===== config.mk =====
export PLATFORM = sky130hd
export DESIGN_NAME = down_counter_timer_flat
export DESIGN_NICKNAME = d
export VERILOG_FILES = /design/src/rtl/down_counter_timer_if.sv /design/src/rtl/down_counter_timer.sv /design/src/flat_wrapper.sv
export SDC_FILE = /design/constraint.sdc
export NUM_CORES = 1
export LEC_CHECK = 0
export ABC_AREA = 1
export CAP_MARGIN = 10
export CELL_PAD_IN_SITES_DETAIL_PLACEMENT = 1
export CELL_PAD_IN_SITES_GLOBAL_PLACEMENT = 1
export CORE_MARGIN = 1.5
export CORE_UTILIZATION = 25
export DETAILED_ROUTE_END_ITERATION = 10
export PLACE_DENSITY = 0.65
export SETUP_SLACK_MARGIN = 0.15
export SYNTH_ARGS = -nofsm -noshare
export SYNTH_HDL_FRONTEND = slang
export SYNTH_SLANG_ARGS = --single-unit
export TNS_END_PERCENT = 5

===== constraint.sdc =====
create_clock -name clk -period 1.15 [get_ports clk]
set_input_delay 0.23 -clock clk [delete_from_list [all_inputs] [get_ports clk]]
set_output_delay 0.23 -clock clk [all_outputs]
set_load 0.05 [all_outputs]

===== src/rtl/down_counter_timer_if.sv =====
// Control/status bundle for the loadable down-counter timer.
// The master side drives commands; the slave side (the timer) returns the count and flags.
interface down_counter_timer_if #(
  parameter int WIDTH = 3
);
  logic             en;
  logic             load;
  logic [WIDTH-1:0] load_val;
  logic             start;
  logic             stop;
  logic             periodic;
  logic [WIDTH-1:0] q;
  logic             busy;
  logic             tc;
  logic             done;

  modport master (
    output en, load, load_val, start, stop, periodic,
    input  q, busy, tc, done
  );

  modport slave (
    input  en, load, load_val, start, stop, periodic,
    output q, busy, tc, done
  );
endinterface


===== src/rtl/down_counter_timer.sv =====
// Loadable down-counter timer with one-shot and periodic auto-reload modes.
// Per-edge priority: load > stop > start > count.
//
//   state  | meaning
//   S_IDLE | stopped or paused, count held
//   S_RUN  | counting down on en
//   S_DONE | one-shot expired, q parked at zero
module down_counter_timer #(
  parameter int WIDTH = 3
) (
  input  logic                 clk,
  input  logic                 rst,
  down_counter_timer_if.slave  bus
);

  typedef enum logic [1:0] {
    S_IDLE = 2'd0,
    S_RUN  = 2'd1,
    S_DONE = 2'd2
  } state_e;

  localparam logic [WIDTH-1:0] ZERO = '0;
  localparam logic [WIDTH-1:0] ONE  = WIDTH'(1);

  state_e           state_q;
  logic [WIDTH-1:0] cnt_q;
  logic [WIDTH-1:0] reload_q;
  logic             tc_q;
  logic             done_q;
  logic [WIDTH-1:0] cnt_dec_d;

  assign cnt_dec_d = cnt_q - ONE;

  always_ff @(posedge clk or negedge rst) begin
    if (!rst) begin
      state_q  <= S_IDLE;
      cnt_q    <= ZERO;
      reload_q <= ZERO;
      tc_q     <= 1'b0;
      done_q   <= 1'b0;
    end else begin
      tc_q <= 1'b0;
      if (bus.load) begin
        reload_q <= bus.load_val;
        cnt_q    <= bus.load_val;
        state_q  <= S_IDLE;
        done_q   <= 1'b0;
      end else if (bus.stop) begin
        if (state_q == S_RUN) state_q <= S_IDLE;
      end else if (bus.start && state_q != S_RUN) begin
        if (state_q == S_DONE) begin
          // Restart from the reload value; a zero reload cannot run.
          cnt_q   <= reload_q;
          done_q  <= 1'b0;
          state_q <= (reload_q != ZERO) ? S_RUN : S_IDLE;
        end else if (cnt_q != ZERO) begin
          state_q <= S_RUN;
        end
      end else if (state_q == S_RUN && bus.en) begin
        if (cnt_q == ONE) begin
          tc_q <= 1'b1;
          if (bus.periodic) begin
            cnt_q <= reload_q;
          end else begin
            cnt_q   <= ZERO;
            done_q  <= 1'b1;
            state_q <= S_DONE;
          end
        end else if (cnt_q != ZERO) begin
          cnt_q <= cnt_dec_d;
        end
      end
    end
  end

  assign bus.q    = cnt_q;
  assign bus.busy = (state_q == S_RUN);
  assign bus.tc   = tc_q;
  assign bus.done = done_q;

endmodule


===== src/flat_wrapper.sv =====
// flat-port wrapper written by rule: the top's interface ports become plain ports
module down_counter_timer_flat 
#(
  parameter int WIDTH = 3
)
  (clk, rst, bus_en, bus_load, bus_load_val, bus_start, bus_stop, bus_periodic, bus_q, bus_busy, bus_tc, bus_done);
  down_counter_timer_if #(.WIDTH(WIDTH)) bus_i ();
  input  logic clk;
  input  logic rst;
  input wire logic [$bits(bus_i.en)-1:0] bus_en;
  input wire logic [$bits(bus_i.load)-1:0] bus_load;
  input wire logic [$bits(bus_i.load_val)-1:0] bus_load_val;
  input wire logic [$bits(bus_i.start)-1:0] bus_start;
  input wire logic [$bits(bus_i.stop)-1:0] bus_stop;
  input wire logic [$bits(bus_i.periodic)-1:0] bus_periodic;
  output wire logic [$bits(bus_i.q)-1:0] bus_q;
  output wire logic [$bits(bus_i.busy)-1:0] bus_busy;
  output wire logic [$bits(bus_i.tc)-1:0] bus_tc;
  output wire logic [$bits(bus_i.done)-1:0] bus_done;
  assign bus_i.en = bus_en;
  assign bus_i.load = bus_load;
  assign bus_i.load_val = bus_load_val;
  assign bus_i.start = bus_start;
  assign bus_i.stop = bus_stop;
  assign bus_i.periodic = bus_periodic;
  assign bus_q = bus_i.q;
  assign bus_busy = bus_i.busy;
  assign bus_tc = bus_i.tc;
  assign bus_done = bus_i.done;
  down_counter_timer #(.WIDTH(WIDTH)) u_core (.clk(clk), .rst(rst), .bus(bus_i));
endmodule

==> impl_metrics.toml, run 1 <==
[status]
run_status = "finished with violations"
violations = "setup timing"

[clock_tree]
numClockSinks = 10
cts_tree = "done"
postCtsHoldBufs = 0
clk_pin_slew_ns = 0.07
ctsHtreeMaxLevel = 1
cts-buffers-inserted = 3
cts-root-buf = "clkbuf_4"
clkLatencyLatePin_ns = 0.27
clockBufferDepth = 2

[route]
drtIter0Drc = 11
vias = 802
dr.pass1.iters = 4
wl_per_cell_um = 13.6
route.detailed.drc = 0
wl_um = 2340
final_antenna_net_count = 0
via_per_inst = 4.66

[power_and_ir_drop]
p_switching_mw = 0.847
power_mw = 1.98
power.internal_mw = 1.13
clkPwrFrac_pct = 13.3
pwr-share-comb_pct = 61.6
power_leakage_nw = 0.612
irDropWorstVdd_mv = 0.546
seqPwrFrac_pct = 25.1
p_sw_share_pct = 42.8
power_density_nw_per_um2 = 1560

[synth]
syn-mean-instance-area_sq_um = 7.51
synth_cell_types = 25
synth_compound_area_share_pct = 6.57
synth-simple-area-share_pct = 44.4
ys_seq_area_share_pct = 32.1
synth_nets = 117
synth-warning-count = 0
ys_ff_latch = 10
muxShareOfSynthArea_pct = 0
synth_top_family_by_area = "simple AND/OR/NAND/NOR gates"
netlist_area_sq_um = 781
synthAdderAreaFrac_pct = 4.81
synthCells = 104
synth-xor-area-share_pct = 1.12

[final_layout]
area_growth_pct = 61.9
postLayoutCellArea_sq_um = 1260
fin_nets = 153
drive_above_1_share_pct = 43.2
diodes = 0
final_util_pct = 42.1
final_cells = 172
nFillCells = 376

[critical_path]
reg2reg_to = "u_core.bus.q[1]"
r2r_start = "u_core.bus.q[0]"
end_kind = "primary output"
crit_type = "flop to primary output"
crit_path_max_fanout = 4
cp.required_ns = 0.92
critPathArrivalTime_ns = 1.08
ff2ff_path_depth = 7
cp-start-kind = "flop"
reg2reg_slack_ns = -0.16

[global_route]
grt_first_pass_wirelength_um = 3720
gr-total-overflow = 0
use_met1_pct = 18.8
track_usage_pct = 14.8
met2_usage_pct = 25.4
grt-busiest-layer = "met2"
grt_pass1_vias = 829
met3_usage_pct = 0.659
antenna_found_initial = 0
grt_start_max_net_pins = 12

[floorplan]
coreArea_sq_um = 3000
die_y_um = 58.9
io_pins = 16
num_rows = 20
dieArea_sq_um = 3470
initial_utilization_pct = 26.0
dieWidth_um = 58.9

[timing]
fmax_mhz = 761
clock_skew_ns = 0.00711
setup_viol = 10
fin_hold_ws_ns = 0.287
setup_tns_ns = -1.24
hold_violations = 0
rsz0062_at_grt = "yes"
setup_ws_ns = -0.164
period_share_pct = 114
tightest_slew_ns = 0.293
period_needed_ns = 1.31
final_max_slew_viol_count = 0
maxSlewHeadroom_pct = 80.2

[placed_design]
pre_cts_slack_ns = -0.466
dp_cells = 166
portBuffers = 15
routabilityCongestion = 0.781
post_dp_cell_area_sq_um = 1160
post-dp-hpwl_um = 1860

[job]
maxCapViolations = 0

[hold_path]
hp-class = "input port to asynchronous set/reset pin"
layout make-up:
class	instances	area [sq um]	share of cell area, %
Clock buffer	4	26.3	2.08
Inverter	14	60.1	4.75
Multi-Input combinational cell	78	512	40.5
Sequential cell	10	255	20.2
Tap cell	33	41.3	3.27
Timing Repair Buffer	33	369	29.2
synth_stat cells (all sizes together):
library cell / count / area [sq um]
nand3b: 1 / 7.51
o21ai: 6 / 30.0
xor2: 1 / 8.76
nand2: 35 / 169
dfrtp: 10 / 250
nand3: 16 / 103
inv: 14 / 55.1
a21oi: 2 / 13.8
nand4: 3 / 18.8
a21boi: 1 / 7.51
nor3: 1 / 5.00
buf: 2 / 31.3
ha: 3 / 37.5
nor2: 9 / 43.8
cells in the final DEF, fill, tap and decap left out:
cell / count
nor3_4: 1
o21ai_1: 3
clkbuf_1: 1
nor2_2: 2
nor2_1: 5
buf_12: 7
nand3_4: 2
nor2_4: 2
clkbuf_4: 3
o21ai_0: 3
dfrtp_2: 4
nand2_4: 4
nand3_1: 11
inv_1: 7
nand2_1: 26
buf_6: 3
a21oi_1: 1
a21oi_4: 1
buf_4: 14
ha_4: 1
nand2_2: 5
nand3b_1: 1
xor2_1: 1
clkdlybuf4s50_1: 9
inv_2: 4
nand4_1: 3
inv_4: 3
nand3_2: 3
ha_1: 2
a21boi_2: 1
dfrtp_1: 6
layer usage:
layer	wire [um]	part of all wire, %
met5	0	0
met1	1060	45
met2	1190	51
met3	36	1.5
met4	53	2.3
power by group through the flow:
stage / logic [mW] / registers, mW / clock network (mW)
floorplan: 0.441 / 0.663 / 0
global placement: 1.11 / 0.489 / 0
detailed placement: 1.12 / 0.493 / 0
CTS: 1.18 / 0.489 / 0.270
global route: 1.31 / 0.506 / 0.281
finish: 1.22 / 0.497 / 0.263
state kept, by name, indices dropped and copies added, names as in the netlist:
name	count
u_core.bus.q	3
u_core.bus.done	1
u_core.bus.tc	1
u_core.reload_q	3
u_core.state_q	2
kinds of logic (layout without fill, tap and decap cells):
| family | Yosys count | count (layout) |
|---|---|---|
| AND/OR/NAND/NOR | 65 | 65 |
| buffers and inverters | 16 | 51 |
| flip-flops | 10 | 10 |
| AO/OA/AOI/OAI | 9 | 9 |
| adder cells (fa/ha/maj) | 3 | 3 |
| XOR/XNOR | 1 | 1 |
how the worst max path moves through the flow:
stage / startpoint / end / slack (ns)
floorplan: u_core.bus.q[1] / u_core.bus.q[1] / -0.23
global placement: bus_load / u_core.state_q[1] / -0.42
detailed placement: bus_load / u_core.state_q[1] / -0.47
CTS: u_core.state_q[1] / bus_busy / -0.15
global route: u_core.bus.q[1] / u_core.state_q[0] / -0.23
finish: u_core.state_q[1] / bus_busy / -0.16
worst max-delay path: stages (launching register included):
cell and delay [ns]:
dfrtp_1 0.40, inv_2 0.13, nand2_4 0.09, inv_4 0.07, buf_12 0.12
what timing repair did:
| action | CTS | global route |
|---|---|---|
| resized for setup | 6 | 12 |
| buffers inserted | 2 | 0 |
| endpoints found under the setup margin | 14 | 14 |
| pin swaps | 4 | 4 |
(Power assumes the default switching activity.)
==> run 2, diff against run 1 <==
Settings changed: CAP_MARGIN 10 to 20.
==> results of run 2 <==
Same layout as run 1: the final DEF is identical, and so are final timing and power.
==> run 3, diff against run 2 <==
--- a/config.mk
+++ b/config.mk
@@ -7,5 +7,4 @@
 export LEC_CHECK = 0
 export ABC_AREA = 1
-export CAP_MARGIN = 20
 export CELL_PAD_IN_SITES_DETAIL_PLACEMENT = 1
 export CELL_PAD_IN_SITES_GLOBAL_PLACEMENT = 1
==> constraint.sdc (replaced) <==
create_clock -name clk -period 1.15 [get_ports clk]
set_input_delay 0.23 -clock clk [delete_from_list [all_inputs] [get_ports clk]]
set_output_delay 0.23 -clock clk [all_outputs]
set_load 0.01 [all_outputs]
==> impl_metrics.toml, run 3 (synthesis results as in run 1) <==
[clock_tree]
clkLatencyLatePin_ns = 0.27
clockBufferDepth = 2
cts_setup_buffers = 0
postCtsHoldBufs = 0
numClockSinks = 10
cts-buffers-inserted = 3
cts_tree = "done"
clk_pin_slew_ns = 0.07
cts-root-buf = "clkbuf_4"
ctsHtreeMaxLevel = 1

[route]
final_antenna_net_count = 0
wl_um = 2060
via_per_inst = 4.51
route.detailed.drc = 0
drtIter0Drc = 8
wl_per_cell_um = 12.0
vias = 775
dr.pass1.iters = 3

[critical_path]
reg2reg_slack_ns = -0.15
end_kind = "flop"
crit_type = "flop to flop"
ff2ff_path_depth = 9
reg2reg_to = "u_core.state_q[0]"
crit_path_max_fanout = 3
cp.required_ns = 1.31
critPathArrivalTime_ns = 1.46
cp-start-kind = "flop"
r2r_start = "u_core.bus.q[1]"

[power_and_ir_drop]
pwr-share-comb_pct = 49.2
power_density_nw_per_um2 = 1360
irDropWorstVdd_mv = 0.541
p_switching_mw = 0.611
seqPwrFrac_pct = 30.4
p_sw_share_pct = 38.9
power_leakage_nw = 0.595
clkPwrFrac_pct = 20.5
power.internal_mw = 0.961

[timing]
final_max_slew_viol_count = 0
hold_violations = 0
clock_skew_ns = 0.00211
period_share_pct = 113
fmax_mhz = 768
fin_hold_ws_ns = 0.252
period_needed_ns = 1.30
maxSlewHeadroom_pct = 87.5
setup_viol = 9
tightest_slew_ns = 0.186
rsz0062_at_grt = "yes"
setup_ws_ns = -0.152

[final_layout]
final_cells = 172
ff_latch_area_sq_um = 253
final_common_cell = "nand2_1"
drive_above_1_share_pct = 38.1
area_growth_pct = 48.4
mostFrequentLayoutCells = "27 x nand2_1, 17 x buf_4, 12 x nand3_1, 9 x inv_1, 9 x clkdlybuf4s50_1"
diodes = 0
multi_input_area_sq_um = 504
fin_nets = 153
nFillCells = 372

[floorplan]
dieArea_sq_um = 3470
dieWidth_um = 58.9
num_rows = 20
die_y_um = 58.9
coreArea_sq_um = 3000
initial_utilization_pct = 26.0
io_pins = 16

[global_route]
grt_start_max_net_pins = 12
track_usage_pct = 13.9
grt_first_pass_wirelength_um = 3610
grt_pass1_vias = 831
antenna_found_initial = 0
gr-total-overflow = 0

[placed_design]
post-dp-hpwl_um = 1750
routabilityCongestion = 0.745
portBuffers = 15
dp_cells = 168

[status]
violations = "setup timing"
run_status = "finished with violations"

[job]
maxCapViolations = 0

[hold_path]
hp-class = "input port to asynchronous set/reset pin"
[run 3: cell types whose count changed in the layout (fill, tap and decap cells not counted), sizes merged]
cell / change
buf: -1
dlygate4sd2: +1
[run 3: stage by stage]
stage	power, mW	area (sq um)	setup TNS, ns	utilization [%]	setup WS, ns
after floorplan	0.937	807	-0.357	-	-0.0784
after global placement	1.26	1100	-2.73	36.7	-0.357
after detailed placement	1.28	1100	-2.94	36.7	-0.403
after CTS	1.59	1140	-1.07	38.1	-0.166
after global routing	1.71	1160	-1.64	38.6	-0.255
final	1.57	1160	-0.894	38.6	-0.152
[run 3: timing repair]
item,in CTS,in global routing
setup endpoints to repair,13,14
pin swaps,3,2
gates resized for setup,24,9
[run 3: layout make-up]
cell class | instances | share of cell area [%]
tap | 33 | 3.56
multi-input combinational | 78 | 43.5
clock buffer | 4 | 3.13
timing repair buffer | 33 | 23.2
sequential | 10 | 21.8
inverter | 14 | 4.75
[run 3: routing by layer]
metal | routed length, um | global-route usage (%)
met4 | 27 | 6.82
met3 | 35 | 1.32
met5 | 0 | 0
met1 | 984 | 18.5
met2 | 1010 | 22.5
[run 3: power groups by stage]
stage,Combinational (mW),Clock (mW),Sequential [mW]
floorplan,0.432,0,0.506
global route,0.860,0.358,0.489
CTS,0.778,0.334,0.479
detailed placement,0.795,0,0.488
finish,0.773,0.322,0.478
global placement,0.777,0,0.482
[run 3: worst max-delay path by stage]
| stage | start | cells past startpoint | slack [ns] | end |
|---|---|---|---|---|
| after floorplan | u_core.bus.q[1] | 8 | -0.08 | u_core.bus.q[0] |
| after global placement | bus_load | 9 | -0.36 | u_core.bus.done |
| after detailed placement | bus_load | 8 | -0.40 | u_core.bus.done |
| after CTS | u_core.bus.q[1] | 8 | -0.17 | u_core.bus.q[2] |
| after global routing | u_core.bus.q[1] | 8 | -0.26 | u_core.bus.q[1] |
| final | u_core.bus.q[1] | 9 | -0.15 | u_core.state_q[0] |
[run 3: critical path, stage by stage (launching register included)]
cell and delay [ns]:
dfrtp_1 0.40, inv_2 0.10, ha_4 0.16, nand2_1 0.08, nor2_1 0.10, nand2_1 0.09
nand2_2 0.08, nand3_2 0.07, nand2_1 0.06, nand2_1 0.05
